<file path="config.mk">
export PLATFORM = sky130hd
export DESIGN_NAME = st7735_init_seq
export DESIGN_NICKNAME = d
export VERILOG_FILES = /design/src/rtl/st7735_init_seq.sv
export SDC_FILE = /design/constraint.sdc
export NUM_CORES = 1
export LEC_CHECK = 0
export CAP_MARGIN = 25
export CORE_UTILIZATION = 50
export CTS_CLUSTER_DIAMETER = 40
export CTS_CLUSTER_SIZE = 20
export DETAILED_ROUTE_END_ITERATION = 12
export PLACE_DENSITY = 0.81
export SETUP_SLACK_MARGIN = 0.05
export SLEW_MARGIN = 20
export SYNTH_ARGS = -nofsm -noshare
export SYNTH_HDL_FRONTEND = slang
export SYNTH_SLANG_ARGS = --single-unit
</file>
<file path="constraint.sdc">
create_clock -name clk -period 2.8 [get_ports clk]
set_input_delay 0.28 -clock clk [delete_from_list [all_inputs] [get_ports clk]]
set_output_delay 0.28 -clock clk [all_outputs]
set_load 0.01 [all_outputs]
</file>
<file path="src/rtl/st7735_init_seq.sv">
// ST7735 power-up sequencer: pulses the panel reset pin, then streams the
// 19-entry command/data init program to the SPI byte transmitter with the post-command delays.
module st7735_init_seq #(
  parameter int unsigned TICKS_PER_MS  = 27000,
  parameter int unsigned WIDTH         = 128,
  parameter int unsigned HEIGHT        = 160,
  parameter int unsigned COL_OFS       = 0,
  parameter int unsigned ROW_OFS       = 0,
  parameter logic [7:0]  MADCTL        = 8'h00,
  parameter logic [7:0]  COLMOD        = 8'h05,
  parameter int unsigned HWRST_LOW_MS  = 1,
  parameter int unsigned HWRST_WAIT_MS = 120,
  parameter int unsigned SWRESET_MS    = 150,
  parameter int unsigned SLPOUT_MS     = 120,
  parameter int unsigned DISPON_MS     = 10
) (
  input  logic       clk,
  input  logic       rst_n,
  input  logic       start,
  output logic       busy,
  output logic       done,
  output logic       hw_rst_n,
  output logic       tx_valid,
  input  logic       tx_ready,
  output logic       tx_is_data,
  output logic [7:0] tx_byte
);

  localparam int unsigned LOW_T  = HWRST_LOW_MS  * TICKS_PER_MS;
  localparam int unsigned WAIT_T = HWRST_WAIT_MS * TICKS_PER_MS;
  localparam int unsigned SWR_T  = SWRESET_MS    * TICKS_PER_MS;
  localparam int unsigned SLP_T  = SLPOUT_MS     * TICKS_PER_MS;
  localparam int unsigned DON_T  = DISPON_MS     * TICKS_PER_MS;

  function automatic int unsigned max2(input int unsigned a, input int unsigned b);
    max2 = (a > b) ? a : b;
  endfunction

  localparam int unsigned MAX_T = max2(max2(LOW_T, WAIT_T), max2(max2(SWR_T, SLP_T), DON_T));
  localparam int unsigned CW    = (MAX_T < 1) ? 1 : $clog2(MAX_T + 1);

  localparam logic [15:0] XS = 16'(COL_OFS);
  localparam logic [15:0] XE = 16'(COL_OFS + WIDTH - 1);
  localparam logic [15:0] YS = 16'(ROW_OFS);
  localparam logic [15:0] YE = 16'(ROW_OFS + HEIGHT - 1);
  localparam logic [4:0]  LAST_IDX = 5'd18;

  typedef enum logic [2:0] {IDLE, HWRST_LOW, HWRST_WAIT, SEND, DELAY, DONE} state_t;

  state_t         state;
  logic [4:0]     idx;
  logic [4:0]     idx_nxt;
  logic [CW-1:0]  cnt;

  // {is_data, byte} for each program entry
  function automatic logic [8:0] prog(input logic [4:0] i);
    case (i)
      5'd0:    prog = {1'b0, 8'h01};
      5'd1:    prog = {1'b0, 8'h11};
      5'd2:    prog = {1'b0, 8'h3A};
      5'd3:    prog = {1'b1, COLMOD};
      5'd4:    prog = {1'b0, 8'h36};
      5'd5:    prog = {1'b1, MADCTL};
      5'd6:    prog = {1'b0, 8'h2A};
      5'd7:    prog = {1'b1, XS[15:8]};
      5'd8:    prog = {1'b1, XS[7:0]};
      5'd9:    prog = {1'b1, XE[15:8]};
      5'd10:   prog = {1'b1, XE[7:0]};
      5'd11:   prog = {1'b0, 8'h2B};
      5'd12:   prog = {1'b1, YS[15:8]};
      5'd13:   prog = {1'b1, YS[7:0]};
      5'd14:   prog = {1'b1, YE[15:8]};
      5'd15:   prog = {1'b1, YE[7:0]};
      5'd16:   prog = {1'b0, 8'h13};
      5'd17:   prog = {1'b0, 8'h29};
      default: prog = {1'b0, 8'h2C};
    endcase
  endfunction

  function automatic int unsigned post_ticks(input logic [4:0] i);
    case (i)
      5'd0:    post_ticks = SWR_T;
      5'd1:    post_ticks = SLP_T;
      5'd17:   post_ticks = DON_T;
      default: post_ticks = 0;
    endcase
  endfunction

  assign idx_nxt = idx + 5'd1;

  always_ff @(posedge clk) begin
    if (!rst_n) begin
      state      <= IDLE;
      idx        <= '0;
      cnt        <= '0;
      busy       <= 1'b0;
      done       <= 1'b0;
      hw_rst_n   <= 1'b1;
      tx_valid   <= 1'b0;
      tx_is_data <= 1'b0;
      tx_byte    <= '0;
    end else begin
      case (state)
        IDLE, DONE: begin
          if (start) begin
            done <= 1'b0;
            busy <= 1'b1;
            idx  <= '0;
            if (LOW_T != 0) begin
              state    <= HWRST_LOW;
              hw_rst_n <= 1'b0;
              cnt      <= CW'(LOW_T - 1);
            end else if (WAIT_T != 0) begin
              state <= HWRST_WAIT;
              cnt   <= CW'(WAIT_T - 1);
            end else begin
              state                 <= SEND;
              tx_valid              <= 1'b1;
              {tx_is_data, tx_byte} <= prog(5'd0);
            end
          end
        end
        HWRST_LOW: begin
          if (cnt == '0) begin
            hw_rst_n <= 1'b1;
            if (WAIT_T != 0) begin
              state <= HWRST_WAIT;
              cnt   <= CW'(WAIT_T - 1);
            end else begin
              state                 <= SEND;
              tx_valid              <= 1'b1;
              {tx_is_data, tx_byte} <= prog(5'd0);
            end
          end else begin
            cnt <= cnt - CW'(1);
          end
        end
        HWRST_WAIT: begin
          if (cnt == '0) begin
            state                 <= SEND;
            tx_valid              <= 1'b1;
            {tx_is_data, tx_byte} <= prog(5'd0);
          end else begin
            cnt <= cnt - CW'(1);
          end
        end
        SEND: begin
          if (tx_ready) begin
            if (idx == LAST_IDX) begin
              state    <= DONE;
              tx_valid <= 1'b0;
              busy     <= 1'b0;
              done     <= 1'b1;
            end else if (post_ticks(idx) != 0) begin
              state    <= DELAY;
              tx_valid <= 1'b0;
              cnt      <= CW'(post_ticks(idx) - 1);
            end else begin
              idx                   <= idx_nxt;
              {tx_is_data, tx_byte} <= prog(idx_nxt);
            end
          end
        end
        DELAY: begin
          // idx still names the entry just sent; advance when the wait expires
          if (cnt == '0) begin
            state                 <= SEND;
            tx_valid              <= 1'b1;
            idx                   <= idx_nxt;
            {tx_is_data, tx_byte} <= prog(idx_nxt);
          end else begin
            cnt <= cnt - CW'(1);
          end
        end
        default: state <= IDLE;
      endcase
    end
  end

endmodule

</file>
==> results.md, run 1 <==
- For this run, the top clock speed supported by timing is 380 MHz.
- The largest single stage delay on the critical path is 0.52 ns.
- The slew at the pin closest to its max-slew limit is 0.798 ns.
- The top cell type by total area after synthesis is sky130_fd_sc_hd__dfxtp_1.
- The analysis attributes to cell leakage a power of 0.00131 uW.
- For this design the top-level I/O count stands at 17.
- Excluding fillers, the count of instances in the completed layout stands at 482.
- The final instance area is 0.00343 mm^2.
- The number of buffers inserted during clock tree synthesis is 5.
- The part of the cycle the worst path needs is 94.1%.
- The net count after synthesis is 403.
- The total cell area at the placement stage is 0.00327 mm^2.
- The die covers 0.00630 mm^2.
- The most critical setup path has its startpoint at cnt[0].
- CTS built an H-tree with a depth of 2.
- Global routing used 40.3% of the available met2 tracks.
- The fraction of registers with async set/reset is 0%.
- The worst supply voltage drop on vdd is 0.690 mV.
- The type of element launching the critical path is a flop.
- After detailed routing, the average wire length per cell comes to 16.5 um.
- After clock tree synthesis, the clock-pin slew on the worst setup and hold paths is 0.08 ns.
- The highest-utilization routing layer at the global route stage is met2.
- The cell depth of the worst flop-to-flop path is 9.
- The leading register cell type out of synthesis is sky130_fd_sc_hd__dfxtp_1.
- The vias per cell is 6.35.
- The data required time of the worst path is 2.99 ns.
- In this run, the number of DRC markers left after iteration 0 of detailed routing was 391.
- Entering global routing, the biggest net connects 43 pins.
- The count of warnings emitted by yosys is 0.
- On the final layout, the worst clock skew is 0.00832 ns.
- Walking the worst path, the cells encountered are inv_1 > ha_1 > or4b_1 > nor4b_4 > buf_4 > nand2_4 > a211oi_2 > nor2_4 > a32o_1.
- The mapped cell area is 0.00300 mm^2.
- The TritonCTS clock tree is done.
- The detailed-routing iteration count for the pre-antenna-repair pass is 5.
- Max-cap violations in this run came to 0.
- The number of nets with antenna violations after routing is 0.
- In this run, synthesis produced a sequential element count of 43.
- The worst-skew pair later-pin latency is 0.30 ns.
- The part of the Yosys area used for sequential elements is 28.7%.
- After synthesis, the most frequently instantiated cells are sky130_fd_sc_hd__nand2_1 (49), sky130_fd_sc_hd__dfxtp_1 (43), sky130_fd_sc_hd__o21ai_0 (35), sky130_fd_sc_hd__nor2_1 (29), sky130_fd_sc_hd__a21oi_1 (26).
- The total number of clock tree sinks is 43.
- During placement, the flow inserted port buffers numbering 16.
- The core region area is 0.00564 mm^2.
- The area added between synthesis and finish is 14.4%.
- The most instantiated library cell after synthesis is sky130_fd_sc_hd__nand2_1.
- The residual DRC count is 0.
- Setup repair after global routing left no endpoint under its margin.
- The routability congestion estimate is 0.940.
- The number of placed instances, taps included, is 470.
- The category of the critical setup timing path is flop to flop.
- The top fanout value on the critical path is 10.
- The met3 track utilization from global routing is 4.23%.
- The power per cell area is 806 mW/mm^2.
- Counting flops with a built-in enable in the synthesized netlist gives 0.
- Global routing used 26.5% of the available tracks.
- For this run the aggregate overflow at the end of global routing stands at 0.
- After layout, the minimum clock period comes to 2.63 ns.
- For this design, the CTS-stage hold fixing added 0 buffers.
- The initial utilization of the core area, before any placement, comes to 53.1%.
- The HPWL reported at the end of detailed placement is 5670 um.
- The hold violation total from the final report is 0.
- The antenna diode instance count is 0.
- The number of global-route vias before repair is 2722.
- Measured against its own limit, the worst slew margin works out to 46.1%.
- The category of the worst setup path capture point is a flop.
- The number of max-slew violations in the final report is 0.
- The number of antenna violations at the first check in global routing is 0.
- The origin of the critical flop-to-flop path is cnt[0].
- The tightest min-delay check is of the flop to flop type.
- Wires add up to 7970 um.
- On the critical path, the stage with the largest delay is an instance of sky130_fd_sc_hd__or4b_1.
- The global-route track usage on met1 is 37.4%.
- The tree is rooted in a sky130_fd_sc_hd__clkbuf_8.
- The net count of the finished layout is 424.
- The number of core rows is 27.
- The register-to-register path setup slack is 0.17 ns.
- Setup violations remaining at the end of the flow were counted as 0.
- The area fraction of the dominant cell type after synthesis is 28.7%.
- Synthesis handed over a netlist of 389 instances.
- Of the cells placed in the final design, the portion with a size suffix greater than 1 is 15.9%.
- A synthesized cell averages 7.70 um^2.
- The critical path ends at cnt[3].
- The total negative setup slack is 0 ns.
- The maximum clock insertion buffer count is 2.
- The number of different library cells in the post-synthesis netlist is 64.
- The die is 79.4 um tall.
- The first global-routing pass estimated 13100 um of wire.
- The run finished with clean final reports.
- In this run the horizontal extent of the chip is 79.4 um.
- The endpoint identified for the worst register-to-register timing path is cnt[3].
- By area the synthesized netlist is led by sky130_fd_sc_hd__dfxtp_1 (29%), sky130_fd_sc_hd__nand2_1 (6.1%), sky130_fd_sc_hd__o21ai_0 (5.8%).
- The via count of the routed design is 3063.
- Data arrives at the worst endpoint at 2.83 ns.
-- logic make-up after synthesis --
group	synth area share, %
xor gates and xnor gates	3.80
muxes	2.80
AOI/OAI and AO/OA	29.4
adders and majority gates	4.18
DFF	28.7
buffers and inverters	5.05
and+or+nand+nor	26.0
-- registers in the layout, summed over array words and instances (netlist names) --
name and cells:
state 3, idx 5, tx_is_data 1, tx_valid 1, tx_byte 8, done 1
hw_rst_n 1, cnt 22, busy 1
-- area by class of cell --
cell class / instances / area (um^2)
clock buffer: 6 / 82.6
clock inverter: 1 / 5.00
fill: 491 / 2220
inverter: 9 / 33.8
multi-input combinational: 311 / 2010
sequential: 43 / 862
tap: 72 / 90.1
timing repair buffer: 40 / 340
-- worst min-delay path by stage --
stage               cells after the start          to  slack (ns)  startpoint
global placement                        2        busy        0.44        busy
detailed placement                      2        busy        0.45        busy
floorplan                               1      cnt[9]        0.43      cnt[9]
CTS                                     2        busy        0.46        busy
global route                            2        busy        0.48        busy
finish                                  2  tx_byte[6]        0.46  tx_byte[6]
-- placed cells by master (no fill, tap or decap), types with 4 or more instances in the layout --
cell and instances:
sky130_fd_sc_hd__o221a_2 5, sky130_fd_sc_hd__nand4_1 4, sky130_fd_sc_hd__a211oi_1 4, sky130_fd_sc_hd__clkbuf_8 6, sky130_fd_sc_hd__nor3_1 16, sky130_fd_sc_hd__mux2i_1 5, sky130_fd_sc_hd__nand3b_1 4, sky130_fd_sc_hd__clkdlybuf4s50_1 16
sky130_fd_sc_hd__nand3_1 18, sky130_fd_sc_hd__a21oi_1 25, sky130_fd_sc_hd__ha_1 9, sky130_fd_sc_hd__o211ai_1 7, sky130_fd_sc_hd__nand2_1 49, sky130_fd_sc_hd__dfxtp_1 42, sky130_fd_sc_hd__nor2_1 29, sky130_fd_sc_hd__nor4_1 6
sky130_fd_sc_hd__a32o_1 6, sky130_fd_sc_hd__o21ai_0 34, sky130_fd_sc_hd__inv_1 7, sky130_fd_sc_hd__buf_4 24, sky130_fd_sc_hd__a31oi_1 11, sky130_fd_sc_hd__xnor2_1 11
-- where the power goes --
group          internal, uW  switching (uW)  leakage [uW]
Sequential              716             178      0.000351
Combinational           588             871      0.000915
Clock                   194             215     0.0000470
-- layer usage --
metal	vias to the layer above	wire [um]
met4	0	184
met2	161	3500
met1	1394	3520
li1	1489	-
met5	-	0
met3	19	761
-- worst max-delay path: cells and delay by family (launching register included) --
family / cells / cell delay (ns)
compound gates: 2 / 0.69
flops: 1 / 0.33
simple gates: 4 / 1.00
buf+inv: 2 / 0.30
fa+ha+maj: 1 / 0.21
-- stage by stage --
| stage | hold slack [ns] | utilization [%] | setup slack [ns] | total power, uW |
|---|---|---|---|---|
| detailed placement | 0.449 | 58.0 | 0.0808 | 2280 |
| CTS | 0.463 | 59.5 | 0.0563 | 2700 |
| finish | 0.461 | 60.7 | 0.166 | 2760 |
| global route | 0.484 | 60.7 | 0.0300 | 2950 |
| global placement | 0.444 | 58.0 | 0.121 | 2260 |
| floorplan | 0.433 | - | 0.210 | 1920 |
-- timing repair --
action                     CTS  global route
setup buffers                0             5
gates resized for setup      0             9
setup endpoints to repair    0            34
(Power assumes the default switching activity.)
==> run 2, diff against run 1 <==
--- a/config.mk
+++ b/config.mk
@@ -5,7 +5,6 @@
 export SDC_FILE = /design/constraint.sdc
 export NUM_CORES = 1
 export LEC_CHECK = 0
-export CAP_MARGIN = 25
 export CORE_UTILIZATION = 50
 export CTS_CLUSTER_DIAMETER = 40
 export CTS_CLUSTER_SIZE = 20
==> results of run 2 <==
The final DEF is identical to that of run 1; final timing and power are the same.
